<file path="src/rtl/digit_overlay_renderer.sv">
// digit_overlay_renderer: draws NUM_DIGITS seven-segment digits from pixel coordinates, double-buffered at frame sync.
module digit_overlay_renderer #(
  parameter int NUM_DIGITS = 4,
  parameter int ORG_X = 100,
  parameter int ORG_Y = 100,
  parameter int DIGIT_W = 40,
  parameter int DIGIT_H = 80,
  parameter int GAP = 8,
  parameter int SEG_T = 8,
  parameter logic [23:0] FG_COLOR = 24'hFFFFFF,
  parameter logic [23:0] BG_COLOR = 24'h000000
) (
  input  logic clk,
  input  logic Rst,
  input  logic [11:0] Set_X,
  input  logic [11:0] Set_Y,
  input  logic [4*NUM_DIGITS-1:0] digits_in,
  input  logic digits_valid,
  input  logic lzb_en,
  input  logic frame_sync,
  output logic [23:0] RGB_In
);
  localparam int IW = NUM_DIGITS > 1 ? $clog2(NUM_DIGITS) : 1;
  localparam int H2 = DIGIT_H / 2;
  localparam logic [6:0] SEG_MAP [16] = '{
    7'b1111110, 7'b0110000, 7'b1101101, 7'b1111001, 7'b0110011,
    7'b1011011, 7'b1011111, 7'b1110000, 7'b1111111, 7'b1111011,
    7'b0000000, 7'b0000000, 7'b0000000, 7'b0000000, 7'b0000000, 7'b0000000
  };
  function automatic int cell_x0(input int k);
    return ORG_X + (NUM_DIGITS - 1 - k) * (DIGIT_W + GAP);
  endfunction
  logic [NUM_DIGITS-1:0][3:0] shadow, active, commit_val;
  logic [NUM_DIGITS-1:0] blank, blank_nx;
  logic zero_above, hit, s1_in, lit;
  logic [IW-1:0] idx, s1_idx;
  logic [11:0] lx, ly, s1_lx, s1_ly;
  logic [6:0] seg;
  logic top, left, right;
  assign commit_val = digits_valid ? digits_in : shadow;
  // Walk from the leftmost digit down so each cell knows whether everything above it is zero.
  always_comb begin
    zero_above = 1'b1;
    blank_nx = '0;
    for (int k = NUM_DIGITS - 1; k >= 0; k--) begin
      blank_nx[k] = commit_val[k] > 4'd9 || (lzb_en && k != 0 && zero_above && commit_val[k] == 4'd0);
      zero_above = zero_above && commit_val[k] == 4'd0;
    end
  end
  always_comb begin
    hit = 1'b0;
    idx = '0;
    lx = '0;
    ly = Set_Y - 12'(ORG_Y);
    for (int k = 0; k < NUM_DIGITS; k++)
      if (Set_X >= 12'(cell_x0(k)) && Set_X < 12'(cell_x0(k) + DIGIT_W)) begin
        hit = 1'b1;
        idx = IW'(k);
        lx = Set_X - 12'(cell_x0(k));
      end
    hit = hit && Set_Y >= 12'(ORG_Y) && Set_Y < 12'(ORG_Y + DIGIT_H);
  end
  assign top = s1_ly < 12'(H2);
  assign left = s1_lx < 12'(SEG_T);
  assign right = s1_lx >= 12'(DIGIT_W - SEG_T);
  assign seg = {s1_ly < 12'(SEG_T), right & top, right & ~top, s1_ly >= 12'(DIGIT_H - SEG_T),
                left & ~top, left & top,
                s1_ly >= 12'(H2 - SEG_T / 2) && s1_ly < 12'(H2 - SEG_T / 2 + SEG_T)};
  assign lit = s1_in && !blank[s1_idx] && |(seg & SEG_MAP[active[s1_idx]]);
  always_ff @(posedge clk or negedge Rst)
    if (!Rst) begin
      shadow <= '1;
      active <= '1;
      blank <= '1;
      s1_in <= 1'b0;
      s1_idx <= '0;
      s1_lx <= '0;
      s1_ly <= '0;
      RGB_In <= '0;
    end else begin
      if (digits_valid) shadow <= digits_in;
      if (frame_sync) begin
        active <= commit_val;
        blank <= blank_nx;
      end
      s1_in <= hit;
      s1_idx <= idx;
      s1_lx <= lx;
      s1_ly <= ly;
      RGB_In <= lit ? FG_COLOR : BG_COLOR;
    end
endmodule

</file>
<file path="config.mk">
export PLATFORM = sky130hd
export DESIGN_NAME = digit_overlay_renderer
export DESIGN_NICKNAME = d
export VERILOG_FILES = /design/src/rtl/digit_overlay_renderer.sv
export SDC_FILE = /design/constraint.sdc
export NUM_CORES = 1
export LEC_CHECK = 0
export BUFFER_PORTS_ARGS = -buffer_cell sky130_fd_sc_hd__buf_2
export CAP_MARGIN = 20
export CORE_MARGIN = 1.5
export CORE_UTILIZATION = 45
export DETAILED_ROUTE_END_ITERATION = 8
export MAX_ROUTING_LAYER = met4
export PLACE_DENSITY = 0.68
export SLEW_MARGIN = 40
export SYNTH_ARGS = -nofsm -noshare
export SYNTH_HDL_FRONTEND = slang
export SYNTH_SLANG_ARGS = --single-unit
</file>
<file path="constraint.sdc">
create_clock -name clk -period 2.9 [get_ports clk]
set_input_delay 0.145 -clock clk [delete_from_list [all_inputs] [get_ports clk]]
set_output_delay 0.145 -clock clk [all_outputs]
set_load 0.005 [all_outputs]
</file>
==> key figures <==
Run status
  – Result of the run: finished, final reports clean

CTS
  – Total number of H-tree levels: 3
  – Post-CTS setup repair buffer count: 0
  – Clock tree from TritonCTS: done
  – CTS clk-pin slew, worst paths: 0.06 ns
  – Clock buffer count from CTS: 9
  – Library cell used as clock root buffer: clkbuf_8
  – Buffers from clock root to sink, at most: 2
  – Clk sinks: slightly below 60
  – Clk_lat worst skew: ~0.32 ns

Logic synthesis
  – Synth Flop Type: dfstp_2
  – Number of enable flip-flop cells after synthesis: 0
  – Syn Nets: 371
  – Synth Cell Area: 3330 um^2
  – Seq cells post-synth: 59
  – Mapped Cells: 316
  – Cell type contributing the most total cell area after synthesis: dfstp_2
  – Most common cell in the synthesized netlist: dfstp_2
  – Fraction of post-synthesis cell area in the top cell type by area: around 28%
  – Seq/Total Area, Yosys: 45.6%
  – YS warnings: 0
  – Synthesized area per cell: between 10 and 15 um^2
  – Leading post-synthesis cells by instance count: 36 x dfstp_2, 33 x nor2_1, 23 x buf_4, 23 x dfrtp_1, 22 x mux2_2
  – Count of distinct cell types in the synthesized netlist: 53
  – Largest cells by area after synthesis: dfstp_2 28%, dfrtp_1 17%, mux2_2 7.4%
  – Post-synth ARST share: between 90% and 100%

Global route
  – GRT Residual Overflow: 0
  – Pin count of the biggest net entering global routing: 45
  – Total GRT Usage: ~17%
  – Global-route wire length before repair: ~10000 um
  – Number of antenna violations at the first check in global routing: 0
  – Number of global-route vias before repair: 2176

Timing
  – Final max-slew violation count: 0
  – Least-Margin Pin Slew: around 0.64 ns
  – Unrepaired setup endpoints after global routing: false
  – Clock period minus worst slack: between 2 and 2.5 ns
  – Total count of hold-check failures in the final report: 0
  – Count of endpoints failing setup in the final report: 0
  – Fmax achieved: 412 MHz
  – Normalized max-slew margin: about 57%
  – Period utilization: 83.8%
  – Post-route setup TNS: 0 ns
  – Slack of the critical path: roughly 0.47 ns
  – Clock skew after layout: 0.00686 ns
  – Worst hold slack after final layout: roughly 0.018 ns

Run
  – MaxCap Viol Count: 0

Route
  – Average vias per placed instance: 5.09
  – Detailed-route via count: 2388
  – Routed Wire Length: ~6100 um
  – Wirelength per Cell: about 13 um
  – Post-route DRC violation count: 0
  – Total iterations of the first detailed-routing run: 4
  – Number of nets with antenna violations after detailed routing: 0
  – Number of DRC violations after detailed-routing iteration 0: between 90 and 100

Worst setup path
  – Max Fanout on Critical Path: 5
  – Critical Path End Type: register
  – WP data arrival: 2.63 ns
  – Worst-path cell with the longest stage delay: mux4_1
  – Worst setup path class: reg2reg
  – Setup crit start kind: register
  – Slowest Stage Delay on Critical Path: 0.69 ns
  – Required time reported for the critical path endpoint: roughly 3.1 ns
  – Cell repeated most along the worst path: inv_1
  – CP delay by family, top: multiplexers
  – CP Buf/Inv Count: 2
  – Cell Chain, Critical Path: mux4_1 > inv_1 > ha_1 > inv_1 > mux2i_1 > nor2_1 > a21oi_4 > o311ai_2 > o31ai_1

Place
  – Estimated wirelength of the detail-placed design: ~4700 um
  – Weighted congestion at the end of routability-driven global placement: 0.885
  – Post-place setup slack: 0.448 ns
  – Buffers on Ports: 68
  – Placed Cells incl. Taps: 452

Floorplan
  – Count of pins on the block boundary: 69
  – Floorplan core area: 7210 um^2
  – Initial Util: between 40% and 50%
  – Site Rows: 31
  – Overall die width: 89.1 um
  – Die Height: 89.1 um
  – Area of the die: 7940 um^2

Layout
  – Layout cells sized above 1: 41.9%
  – Antenna diodes: 0
  – Combined area of the multi-input logic cells: 1510 um^2
  – Final nets: 420
  – Area taken by flip-flops and latches: 1520 um^2
  – Number of filler cells placed in the layout: 673
  – Non-filler instance count after layout: 469
  – Area added between synthesis and finish: 13.4%
  – Post-Route Utilization: between 50% and 60%

Power and ir drop
  – VDD IR-drop max: 0.000284 V
  – Lkg Pwr: 0.00178 uW
  – Pwr Density: 522 nW/um^2

Worst hold path
  – Path class of the lowest-slack min-delay path: in2reg
-- worst paths after layout --
| kind | to | slack [ns] | cells after the start | from |
|---|---|---|---|---|
| max in group asynchronous | shadow[7] | 1.95 | 3 | Rst |
| min in group asynchronous | s1_idx[0] | 0.35 | 2 | Rst |
| max | RGB_In[22] | 0.47 | 9 | s1_idx[0] |
| max reg2reg | RGB_In[22] | 0.47 | 9 | s1_idx[0] |
| min | s1_ly[2] | 0.02 | 2 | Set_Y[2] |
| min reg2reg | blank[2] | 0.51 | 2 | blank[2] |
-- power by group --
group	internal (uW)	switching (uW)
Clock	378	291
Combinational	146	172
Sequential	947	38.5
Total	1470	501
-- cell type report --
| type | count | share of cell area (%) |
|---|---|---|
| Clock buffer | 14 | 4.57 |
| Multi-Input combinational cell | 204 | 40.0 |
| Inverter | 20 | 1.98 |
| Clock inverter | 2 | 0.265 |
| Sequential cell | 59 | 40.2 |
| Timing Repair Buffer | 71 | 9.73 |
| Tap cell | 99 | 3.27 |
-- cell families (layout without fill, tap and decap cells) --
| kind of cell | Yosys count | after routing | synth area share [%] |
|---|---|---|---|
| simple gates | 96 | 96 | 14.7 |
| xor+xnor | 9 | 9 | 2.36 |
| fa+ha+maj | 10 | 10 | 3.75 |
| compound gates | 53 | 53 | 10.6 |
| mux | 36 | 36 | 13.9 |
| flops | 59 | 59 | 45.6 |
| buf+inv | 53 | 107 | 9.04 |
-- repair_timing --
item / 4_1_cts / 5_1_grt
gates resized for setup: 0 / 0
endpoints found under the hold margin: 23 / 0
hold buffers: 1 / 0
setup endpoints to repair: 0 / 0
-- per-layer routing --
layer | share of wire [%] | vias up | wire [um] | track usage, %
li1 | - | 1182 | - | -
met1 | 47 | 1145 | 2900 | 22.8
met2 | 47 | 51 | 2890 | 25.9
met3 | 3.6 | 10 | 220 | 3.14
met4 | 1.9 | 0 | 118 | 7.55
met5 | 0 | - | 0 | -
-- flip-flops by register name (all words and copies together), names as in the netlist --
signal / cells
s1_lx: 9
s1_in: 1
s1_ly: 10
RGB_In: 1
shadow: 16
s1_idx: 2
active: 16
blank: 4
-- layout by cell type (no fill, tap or decap), types with 3 or more instances in the layout --
cell,count
a211oi_1,3
a21oi_1,18
a31oi_1,5
and3_1,3
buf_2,67
buf_4,3
clkbuf_8,12
dfrtp_1,23
dfstp_2,36
ha_1,10
inv_1,20
mux2_2,22
mux2i_1,8
mux4_2,3
nand2_1,17
nand2b_1,4
nor2_1,33
nor2b_1,4
nor3_1,14
nor4_1,5
o21ai_0,6
o21ai_1,8
xnor2_1,4
xor2_1,5
-- through the flow --
step	cell area, um^2	total power, uW
detailed placement	3590	1320
floorplan	3330	1210
finish	3780	1970
global route	3780	2090
global placement	3590	1310
CTS	3780	2000
(Power assumes the default switching activity.)
